## src/rtl/aes32_round_unit.sv

```systemverilog
// AES32 scalar-round unit: computes one byte lane of an AES round
// (esi/esmi/dsi/dsmi) over several cycles. The S-box is derived on the fly
// by inverting in GF(2^8) with square-and-multiply (x^254).
module aes32_round_unit #(
  parameter int WIDTH = 32
) (
  input  logic             clock,
  input  logic             reset,
  input  logic             start,
  input  logic [1:0]       op,
  input  logic [1:0]       bs,
  input  logic [WIDTH-1:0] rs1,
  input  logic [WIDTH-1:0] rs2,
  output logic             busy,
  output logic             done,
  output logic [WIDTH-1:0] result
);

  localparam logic [2:0] S_IDLE = 3'd0;
  localparam logic [2:0] S_PRE  = 3'd1;
  localparam logic [2:0] S_INV  = 3'd2;
  localparam logic [2:0] S_POST = 3'd3;
  localparam logic [2:0] S_DONE = 3'd4;

  // Exponent 254 scanned MSB first gives x^-1 (and 0 -> 0).
  localparam logic [7:0] INV_EXP = 8'hFE;

  logic [2:0]       state_q, state_d;
  logic [2:0]       cnt_q, cnt_d;
  logic [1:0]       op_q, op_d;
  logic [1:0]       bs_q, bs_d;
  logic [WIDTH-1:0] rs1_q, rs1_d;
  logic [7:0]       x_q, x_d;
  logic [7:0]       r_q, r_d;
  logic [WIDTH-1:0] result_q, result_d;

  logic [7:0]       sq;
  logic [7:0]       s;
  logic [31:0]      w;

  function automatic logic [7:0] xtime(input logic [7:0] a);
    return {a[6:0], 1'b0} ^ (a[7] ? 8'h1B : 8'h00);
  endfunction

  // GF(2^8) multiply, reduction polynomial 0x11B.
  function automatic logic [7:0] gmul(input logic [7:0] a, input logic [7:0] b);
    logic [7:0] p;
    logic [7:0] aa;
    p  = 8'h00;
    aa = a;
    for (int i = 0; i < 8; i++) begin
      if (b[i]) p = p ^ aa;
      aa = xtime(aa);
    end
    return p;
  endfunction

  // Bit i = x[i+2] ^ x[i+5] ^ x[i+7] ^ 0x05[i], expressed as right rotations.
  function automatic logic [7:0] inv_affine(input logic [7:0] x);
    return {x[1:0], x[7:2]} ^ {x[4:0], x[7:5]} ^ {x[6:0], x[7]} ^ 8'h05;
  endfunction

  // Bit i = r[i] ^ r[i+4] ^ r[i+5] ^ r[i+6] ^ r[i+7] ^ 0x63[i].
  function automatic logic [7:0] fwd_affine(input logic [7:0] r);
    return r ^ {r[3:0], r[7:4]} ^ {r[4:0], r[7:5]} ^ {r[5:0], r[7:6]}
             ^ {r[6:0], r[7]} ^ 8'h63;
  endfunction

  function automatic logic [31:0] rotl_bytes(input logic [31:0] v, input logic [1:0] n);
    logic [31:0] o;
    case (n)
      2'd0:    o = v;
      2'd1:    o = {v[23:0], v[31:24]};
      2'd2:    o = {v[15:0], v[31:16]};
      default: o = {v[7:0],  v[31:8]};
    endcase
    return o;
  endfunction

  // Next-state logic: capture, affine pre-step, inversion steps, result build.
  always_comb begin
    state_d  = state_q;
    cnt_d    = cnt_q;
    op_d     = op_q;
    bs_d     = bs_q;
    rs1_d    = rs1_q;
    x_d      = x_q;
    r_d      = r_q;
    result_d = result_q;
    sq       = gmul(r_q, r_q);
    s        = op_q[1] ? r_q : fwd_affine(r_q);
    case (op_q)
      2'b01:   w = {gmul(s, 8'h03), s, s, gmul(s, 8'h02)};
      2'b11:   w = {gmul(s, 8'h0B), gmul(s, 8'h0D), gmul(s, 8'h09), gmul(s, 8'h0E)};
      default: w = {24'h0, s};
    endcase
    case (state_q)
      S_IDLE, S_DONE: begin
        if (start) begin
          op_d    = op;
          bs_d    = bs;
          rs1_d   = rs1;
          x_d     = rs2[8*bs +: 8];
          state_d = S_PRE;
        end else begin
          state_d = S_IDLE;
        end
      end
      S_PRE: begin
        if (op_q[1]) x_d = inv_affine(x_q);
        r_d     = 8'h01;
        cnt_d   = 3'd0;
        state_d = S_INV;
      end
      S_INV: begin
        r_d   = INV_EXP[3'd7 - cnt_q] ? gmul(sq, x_q) : sq;
        cnt_d = cnt_q + 3'd1;
        if (cnt_q == 3'd7) state_d = S_POST;
      end
      S_POST: begin
        result_d = rs1_q ^ rotl_bytes(w, bs_q);
        state_d  = S_DONE;
      end
      default: state_d = S_IDLE;
    endcase
  end

  // Control state and the architecturally visible result are cleared by reset.
  always_ff @(posedge clock) begin
    if (reset) begin
      state_q  <= S_IDLE;
      cnt_q    <= 3'd0;
      result_q <= '0;
    end else begin
      state_q  <= state_d;
      cnt_q    <= cnt_d;
      result_q <= result_d;
    end
  end

  // Operand and working registers are only meaningful while a request runs.
  always_ff @(posedge clock) begin
    op_q  <= op_d;
    bs_q  <= bs_d;
    rs1_q <= rs1_d;
    x_q   <= x_d;
    r_q   <= r_d;
  end

  assign busy   = (state_q == S_PRE) || (state_q == S_INV) || (state_q == S_POST);
  assign done   = (state_q == S_DONE);
  assign result = result_q;

endmodule

```

## config.mk

```make
export PLATFORM = sky130hd
export DESIGN_NAME = aes32_round_unit
export DESIGN_NICKNAME = d
export VERILOG_FILES = /design/src/rtl/aes32_round_unit.sv
export SDC_FILE = /design/constraint.sdc
export NUM_CORES = 1
export LEC_CHECK = 0
export CORE_MARGIN = 1.5
export CORE_UTILIZATION = 61
export CTS_CLUSTER_DIAMETER = 150
export DETAILED_ROUTE_END_ITERATION = 6
export PLACE_DENSITY = 0.85
export SYNTH_ARGS = -nofsm -noshare
export SYNTH_HDL_FRONTEND = slang
export SYNTH_SLANG_ARGS = --single-unit
```

## constraint.sdc

```tcl
create_clock -name clock -period 6.6 [get_ports clock]
set_input_delay 1.32 -clock clock [delete_from_list [all_inputs] [get_ports clock]]
set_output_delay 1.32 -clock clock [all_outputs]
set_load 0.05 [all_outputs]
```

==> results.yml, run 1 <==
outcome:
  run_status: "completed"
final_layout:
  post_route_cells_drive_above_1_share_pct: 6.92
  areaGrowthSynthToFinish_pct: 17.0
  final_nets: 981
  filler_cell_count: 870
  diodes: 0
  final_cell_mix: "xnor2_1 (134), clkdlybuf4s50_1 (104), nand2_1 (93), nor2_1 (68), a21oi_1 (68)"
  final_common_cell: "xnor2_1"
critical_path:
  worst-path-max-fanout: 28
  critical_path_source: "r_q[7]"
  criticalPathCategory: "reg2reg"
  timing.reg2reg.setup_slack_ns: 1.75
  critPathLaunchType: "flip-flop"
  crit_path_end_kind: "flip-flop"
  critical_path_arrival_ns: 4.95
  worstReg2RegStart: "r_q[7]"
  cp.required_ns: 6.70
sta:
  hold_viol: 0
  post-route-worst-setup-slack_ns: 1.75
  setup_tns_ns: 0
  slew_violations: 0
  timing.slew.headroom_pct: 10.6
  rsz_0062_raised_after_global_routing: "no"
  fin_crit_ns: 4.85
  final.setup_skew_ns: 0.00817
  timing_worst_slew_pin_value_ns: 1.33
  clock.fmax_ghz: 0.206
  fraction_of_the_cycle_the_final_worst_path_needs_pct: 73.4
  setup_violations: 0
placement:
  numPortBuffers: 104
  preCtsSetupSlack_ns: 1.80
  globalplace.congestion: 0.915
  place.detailed.hpwl_um: 14200
grt:
  maximum_number_of_pins_on_one_net_before_global_route_repair: 46
  grt_antenna_before_repair: 0
  grt_pass1_vias: 6516
  globalRoute.totalOverflow: 0
  grt_pass1_wl_um: 32300
  grt_use_total_pct: 31.3
clock_network:
  numClockSinks: 90
  tritoncts.num_buffers: 9
  cts_repair_resize_count: 0
  clock_insertion_delay_worst_skew_ns: 0.36
  cts_htree_levels: 3
  cts_post_setup_buffers_inserted: 0
  path_clk_slew_ns: 0.07
  cts_tree: "yes"
  hold_buffers: 0
  clock_path_buffers: 2
  ctsRootBufferMaster: "clkbuf_16"
drt:
  highest-signal-layer: "met4"
  detail_route.wirelength.met1_um: 8200
  drtAntennaViolNets: 0
  route.detailed.vias_per_inst: 6.16
  dr.pass1.iters: 5
  wl_um: 20000
  dr_total_vias: 6644
  remaining_drc_errors: 0
  met3_wirelength_um: 1690
  routedWlPerCell_um: 18.5
  drt-initial-drc-count: 788
  routed-wl-met2_um: 9450
logic_synthesis:
  synth_area_leader_cell: "edfxtp_1"
  synth_top_cells_by_area: "edfxtp_1 (20%), xnor2_1 (15%), dfxtp_1 (9.9%), xor2_1 (6.5%), nand2_1 (4.5%)"
  syn-mean-instance-area_um2: 9.06
  synth_seq_area_share_pct: 30.1
  synth.top_cell.area_share_pct: 20.3
  number_of_flip_flops_and_latches_in_the_synthesized_netlist: 90
  synth_edf_count: 52
  postSynth.asyncResetShare_pct: 0
  post_synth_inst_count: 851
  mappedNetlistNets: 927
  library_cells_used_by_synthesis: 70
  synth.cell_area_mm2: 0.00771
  synthesis.yosys.warnings: 0
  synth_flop_cell: "edfxtp_1"
die:
  total_die_area_mm2: 0.0133
  std_cell_rows: 40
  floorplan.core_area_mm2: 0.0122
  pin_count: 105
  chipHeight_um: 115
  die_width_um: 115
  initial_cell_density_of_the_core_pct: 63.4
min_path:
  min_path_type: "reg2reg"
  hp-start: "result[19]"
job:
  cap_violations: 0
## cells in the mapped netlist (8+ instances only)
master    number
a21oi_1       68
a22o_1        31
a31oi_1        8
and2_1         9
buf_4          8
clkbuf_1      43
dfxtp_1       38
edfxtp_1      52
inv_1         10
mux2i_1       28
mux4_2         8
nand2_1       93
nand3_1       10
nor2_1        69
nor2b_1        9
nor3_1        16
o21ai_0       37
xnor2_1      134
xnor2_2        8
xor2_1        57
## registers in the layout, indices dropped and copies added, names as in the netlist
signal   flops
rs1_q       32
op_q         2
r_q          8
bs_q         2
state_q      3
result      32
cnt_q        3
x_q          8
## cell type report
class	count	area (µm²)	area share [%]
inverters	13	48.8	0.541
flip-flops and latches	90	2320	25.8
repair buffers	110	1090	12.0
clock inverters	7	93.8	1.04
multi-input cells	681	5030	55.8
well taps	168	210	2.33
clock buffers	9	225	2.50
## layer usage
layer,GRT usage (%),vias to the layer above
met2,50.6,358
met4,14.2,0
met5,0,-
li1,-,3051
met1,40.5,3183
met3,6.59,52
## per-stage QoR
step,instance area (µm²),utilization [%],hold WS (ns),instances
after floorplan,7710,-,0.473,851
after global placement,8700,71.5,0.461,1062
after detailed placement,8700,71.5,0.466,1062
after CTS,9020,74.1,0.483,1078
after global routing,9020,74.1,0.489,1078
final,9020,74.1,0.480,1078
## cells by family after synthesis
| family | synth area share (%) |
|---|---|
| flops | 30.1 |
| compound gates | 15.6 |
| buf+inv | 4.69 |
| fa+ha+maj | 0.812 |
| mux | 6.56 |
| simple gates | 13.1 |
| xor+xnor | 29.0 |
## worst max-delay path, stage by stage (launching register included)
cell	delay (ns)
edfxtp_1	1.08
ha_1	0.48
xor3_2	0.47
nand2_2	0.10
xnor2_4	0.53
xor2_4	0.20
xnor2_4	0.36
xnor3_2	0.50
mux2_2	0.28
a22oi_2	0.13
xor2_1	0.20
xnor2_1	0.14
a21oi_1	0.09
## path summary, 6_finish.rpt
check                to  cells past startpoint
max              r_q[4]                     12
min          result[19]                      1
max reg2reg      r_q[4]                     12
min reg2reg  result[19]                      1
Power of run 1 is not shown: default switching activity piles up to over one toggle a cycle in this logic, so the estimate is an artifact.
==> run 2: changes to the inputs <==
--- a/config.mk
+++ b/config.mk
@@ -6,10 +6,10 @@
 export NUM_CORES = 1
 export LEC_CHECK = 0
 export CORE_MARGIN = 1.5
-export CORE_UTILIZATION = 61
+export CORE_UTILIZATION = 51
 export CTS_CLUSTER_DIAMETER = 150
 export DETAILED_ROUTE_END_ITERATION = 6
-export PLACE_DENSITY = 0.85
+export PLACE_DENSITY = 0.76
 export SYNTH_ARGS = -nofsm -noshare
 export SYNTH_HDL_FRONTEND = slang
 export SYNTH_SLANG_ARGS = --single-unit
==> constraint.sdc (replaced) <==
create_clock -name clock -period 4 [get_ports clock]
set_input_delay 0.8 -clock clock [delete_from_list [all_inputs] [get_ports clock]]
set_output_delay 0.8 -clock clock [all_outputs]
set_load 0.05 [all_outputs]
==> results.yml, run 2 (synthesis results as in run 1) <==
placement:
  numPortBuffers: 104
  place.detailed.hpwl_um: 14000
  globalplace.congestion: 0.906
critical_path:
  timing.reg2reg.setup_slack_ns: 0.23
  criticalPathCategory: "reg2reg"
  worstRegToRegCells: 12
  worst_r2r_endpoint: "r_q[4]"
  worst-path-max-fanout: 9
  critical_path_arrival_ns: 3.86
  critPathLaunchType: "flip-flop"
  crit_slowest_cell: "xnor3_2"
  crit_path_end_kind: "flip-flop"
  critical_path.max_stage_delay_ns: 0.50
  worstReg2RegStart: "r_q[0]"
  crit_chain: "ha_1 > xor3_2 > nand2_2 > xnor2_4 > xor2_4 > xnor2_4 > xnor3_2 > mux2_2 > a22oi_2 > xor2_1 > xnor2_1 > a21oi_1"
  cp.required_ns: 4.09
  path_common_cell: "xnor2_4"
clock_network:
  cts_repair_resize_count: 0
  numClockSinks: 90
  clock_insertion_delay_worst_skew_ns: 0.35
  cts_htree_levels: 3
  cts_post_setup_buffers_inserted: 0
  path_clk_slew_ns: 0.07
  hold_buffers: 0
  cts_tree: "yes"
  ctsRootBufferMaster: "clkbuf_16"
  tritoncts.num_buffers: 9
  clock_path_buffers: 2
drt:
  wl_um: 19300
  drt-initial-drc-count: 507
  dr.pass1.iters: 7
  route.detailed.vias_per_inst: 5.69
  routedWlPerCell_um: 17.2
  drtAntennaViolNets: 0
  dr_total_vias: 6373
  remaining_drc_errors: 3
final_layout:
  final_common_cell: "xnor2_1"
  final_cell_mix: "xnor2_1 (134), clkdlybuf4s50_1 (104), nand2_1 (93), nor2_1 (68), a21oi_1 (68)"
  post_route_cells_drive_above_1_share_pct: 9.61
  final_nets: 1008
  diodes: 0
  areaGrowthSynthToFinish_pct: 19.9
sta:
  fin_crit_ns: 3.77
  fraction_of_the_cycle_the_final_worst_path_needs_pct: 94.3
  setup_violations: 0
  final.setup_skew_ns: 0.00963
  slew_violations: 0
  timing.slew.headroom_pct: 23.5
  hold_viol: 0
  clock.fmax_ghz: 0.265
  rsz_0062_raised_after_global_routing: "no"
  timing_worst_slew_pin_value_ns: 1.15
  setup_tns_ns: 0
die:
  die_width_um: 126
  std_cell_rows: 44
  initial_cell_density_of_the_core_pct: 52.6
  chipHeight_um: 126
  floorplan.core_area_mm2: 0.0146
  total_die_area_mm2: 0.0159
  pin_count: 105
grt:
  grt_use_total_pct: 24.9
  globalRoute.totalOverflow: 0
  maximum_number_of_pins_on_one_net_before_global_route_repair: 39
  grt_pass1_wl_um: 31600
  grt_antenna_before_repair: 0
  grt_pass1_vias: 6159
min_path:
  hold_endpoint: "result[12]"
  hold-path-cell-count: 1
  min_path_type: "reg2reg"
  hp-start: "result[12]"
outcome:
  violations: "DRC"
  run_status: "finished, violations left"
job:
  cap_violations: 0
-- run 2: per-layer routing --
layer	routed length, µm	global-route usage [%]	vias to the layer above
li1	-	-	3095
met1	8500	33.6	3027
met2	9230	41.6	224
met3	1220	4.16	27
met4	350	6.56	0
met5	0	0	-
-- run 2: area by class of cell --
class / instances / area, µm²
repair buffers: 137 / 1290
flip-flops and latches: 90 / 2320
well taps: 184 / 230
clock buffers: 9 / 225
multi-input cells: 681 / 5030
clock inverters: 7 / 93.8
fillers: 1234 / 5400
inverters: 13 / 48.8
-- run 2: critical path, delay by kind of cell (launching register included) --
family                   cells  cell delay, ns
AND/OR/NAND/NOR              1            0.10
adder cells (fa/ha/maj)      1            0.33
flip-flops                   1            0.40
AO/OA/AOI/OAI                2            0.22
XOR/XNOR                     7            2.15
multiplexers                 1            0.28
-- run 2: worst max-delay path by stage --
stage                     startpoint    endpoint  slack (ns)  cells past startpoint
after global routing          r_q[0]      r_q[4]        0.05                     12
final                         r_q[0]      r_q[4]        0.23                     12
after detailed placement      r_q[3]  result[21]        0.25                     11
after floorplan               r_q[0]      r_q[4]        0.32                     13
after CTS                     r_q[0]      r_q[4]        0.24                     12
after global placement        r_q[2]      r_q[4]        0.36                     11
-- run 2: per-stage QoR --
| stage | util [%] | instances | worst slack [ns] | area (µm²) | hold slack [ns] |
|---|---|---|---|---|---|
| 6_report | 63.1 | 1121 | 0.229 | 9240 | 0.477 |
| 2_1_floorplan | - | 851 | 0.325 | 7710 | 0.473 |
| 3_3_place_gp | 60.6 | 1099 | 0.363 | 8880 | 0.459 |
| 3_5_place_dp | 60.6 | 1099 | 0.253 | 8880 | 0.465 |
| 4_1_cts | 62.8 | 1115 | 0.242 | 9200 | 0.483 |
| 5_1_grt | 63.1 | 1121 | 0.0470 | 9240 | 0.505 |
Power of run 2 is left out for the same reason.
==> run 3: changes to the inputs <==
--- a/config.mk
+++ b/config.mk
@@ -5,8 +5,10 @@
 export SDC_FILE = /design/constraint.sdc
 export NUM_CORES = 1
 export LEC_CHECK = 0
+export CELL_PAD_IN_SITES_DETAIL_PLACEMENT = 1
+export CELL_PAD_IN_SITES_GLOBAL_PLACEMENT = 1
 export CORE_MARGIN = 1.5
-export CORE_UTILIZATION = 51
+export CORE_UTILIZATION = 39
 export CTS_CLUSTER_DIAMETER = 150
 export DETAILED_ROUTE_END_ITERATION = 6
 export PLACE_DENSITY = 0.76
==> results.yml, run 3 (synthesis results as in run 1) <==
sta:
  hold_viol: 0
  fraction_of_the_cycle_the_final_worst_path_needs_pct: 92.6
  post-route-worst-setup-slack_ns: 0.297
  timing.slew.headroom_pct: 47.5
  slew_violations: 0
  clock.fmax_ghz: 0.270
  setup_violations: 0
  rsz_0062_raised_after_global_routing: "no"
  final.setup_skew_ns: 0.0137
  setup_tns_ns: 0
  timing_worst_slew_pin_value_ns: 0.785
  fin_crit_ns: 3.70
clock_network:
  clock_path_buffers: 2
  tritoncts.num_buffers: 9
  cts_htree_levels: 3
  ctsRootBufferMaster: "clkbuf_16"
  cts_tree: "yes"
  path_clk_slew_ns: 0.08
  numClockSinks: 90
  hold_buffers: 0
  clock_insertion_delay_worst_skew_ns: 0.36
critical_path:
  worstRegToRegCells: 11
  worst-path-max-fanout: 10
  crit_path_end_kind: "flip-flop"
  critical_path_arrival_ns: 3.79
  worst_r2r_endpoint: "r_q[1]"
  criticalPathCategory: "reg2reg"
  worstReg2RegStart: "r_q[4]"
  cp.required_ns: 4.09
  timing.reg2reg.setup_slack_ns: 0.30
  critPathLaunchType: "flip-flop"
grt:
  use_met1_pct: 29.2
  grt_pass1_wl_um: 36700
  grt.busiest_layer: "met2"
  maximum_number_of_pins_on_one_net_before_global_route_repair: 40
  grt_antenna_before_repair: 0
  global_routing_met3_resource_utilization_pct: 2.97
  globalRoute.totalOverflow: 0
  gr-usage-met2_pct: 40.7
  grt_use_total_pct: 22.9
  grt_pass1_vias: 6832
drt:
  drt-initial-drc-count: 377
  dr.pass1.iters: 5
  dr_total_vias: 6447
  route.detailed.vias_per_inst: 5.34
  drtAntennaViolNets: 0
  routedWlPerCell_um: 19.1
  remaining_drc_errors: 0
  wl_um: 23100
final_layout:
  diodes: 0
  post_route_cells_drive_above_1_share_pct: 10.2
  final_common_cell: "xnor2_1"
  final_cell_mix: "xnor2_1 (134), clkdlybuf4s50_1 (104), nand2_1 (93), nor2_1 (68), a21oi_1 (68)"
  areaGrowthSynthToFinish_pct: 21.7
  filler_cell_count: 2296
  final_nets: 1014
die:
  pin_count: 105
  die_width_um: 144
  std_cell_rows: 51
  chipHeight_um: 144
  total_die_area_mm2: 0.0206
  floorplan.core_area_mm2: 0.0194
  initial_cell_density_of_the_core_pct: 39.7
placement:
  numPortBuffers: 104
  preCtsSetupSlack_ns: 0.301
  globalplace.congestion: 0.866
  place.detailed.hpwl_um: 17100
min_path:
  hp-start: "result[11]"
  min_path_type: "reg2reg"
  hold_endpoint: "result[11]"
  hold-path-cell-count: 1
job:
  cap_violations: 0
outcome:
  run_status: "completed"
-- run 3: cell count changes in the layout (fill, tap and decap cells not counted) --
cell	before	now
clkinv_4	0	1
bufinv_16	1	0
buf_12	0	1
buf_4	33	38
clkinvlp_4	1	0
inv_8	2	3
-- run 3: final cells by class --
class / instances / area [µm²] / area share [%]
tap: 265 / 332 / 3.53
sequential: 90 / 2320 / 24.8
clock inverter: 7 / 76.3 / 0.814
timing repair buffer: 143 / 1350 / 14.4
clock buffer: 9 / 225 / 2.40
inverter: 13 / 48.8 / 0.520
multi-input combinational: 681 / 5030 / 53.6
-- run 3: routing by layer --
metal / part of all wire, % / vias to the layer above
met2: 51 / 125
met3: 3.4 / 24
met1: 44 / 3194
met5: 0 / -
met4: 1.7 / 0
li1: - / 3104
-- run 3: critical path, cell delays in order (launching register included) --
cell and delay [ns]:
edfxtp_1 0.45, xor2_2 0.50, mux2i_1 0.25, o22ai_1 0.11, a221oi_2 0.42, xor3_1 0.65, xnor2_1 0.30, nor3_1 0.07
a21oi_1 0.24, xnor2_1 0.12, xnor2_1 0.22, a21oi_1 0.10
-- run 3: through the flow --
stage	cells	hold slack, ns	area [µm²]	utilization, %
detailed placement	1190	0.467	9050	46.7
global placement	1190	0.461	9050	46.7
finish	1208	0.479	9380	48.4
floorplan	851	0.473	7710	-
global route	1208	0.497	9380	48.4
CTS	1206	0.484	9350	48.2
-- run 3: worst max-delay path by stage --
stage / startpoint / end / slack (ns)
floorplan: r_q[0] / r_q[4] / 0.32
global placement: r_q[6] / r_q[1] / 0.34
detailed placement: r_q[6] / r_q[1] / 0.30
CTS: r_q[6] / result[21] / 0.26
global route: r_q[4] / r_q[1] / 0.06
finish: r_q[4] / r_q[1] / 0.30
-- run 3: repair_timing --
| action | 4_1_cts | 5_1_grt |
|---|---|---|
| resized for setup | 0 | 0 |
| endpoints found under the setup margin | 0 | 2 |
| setup buffers | 0 | 2 |
Power of run 3 is left out for the same reason.
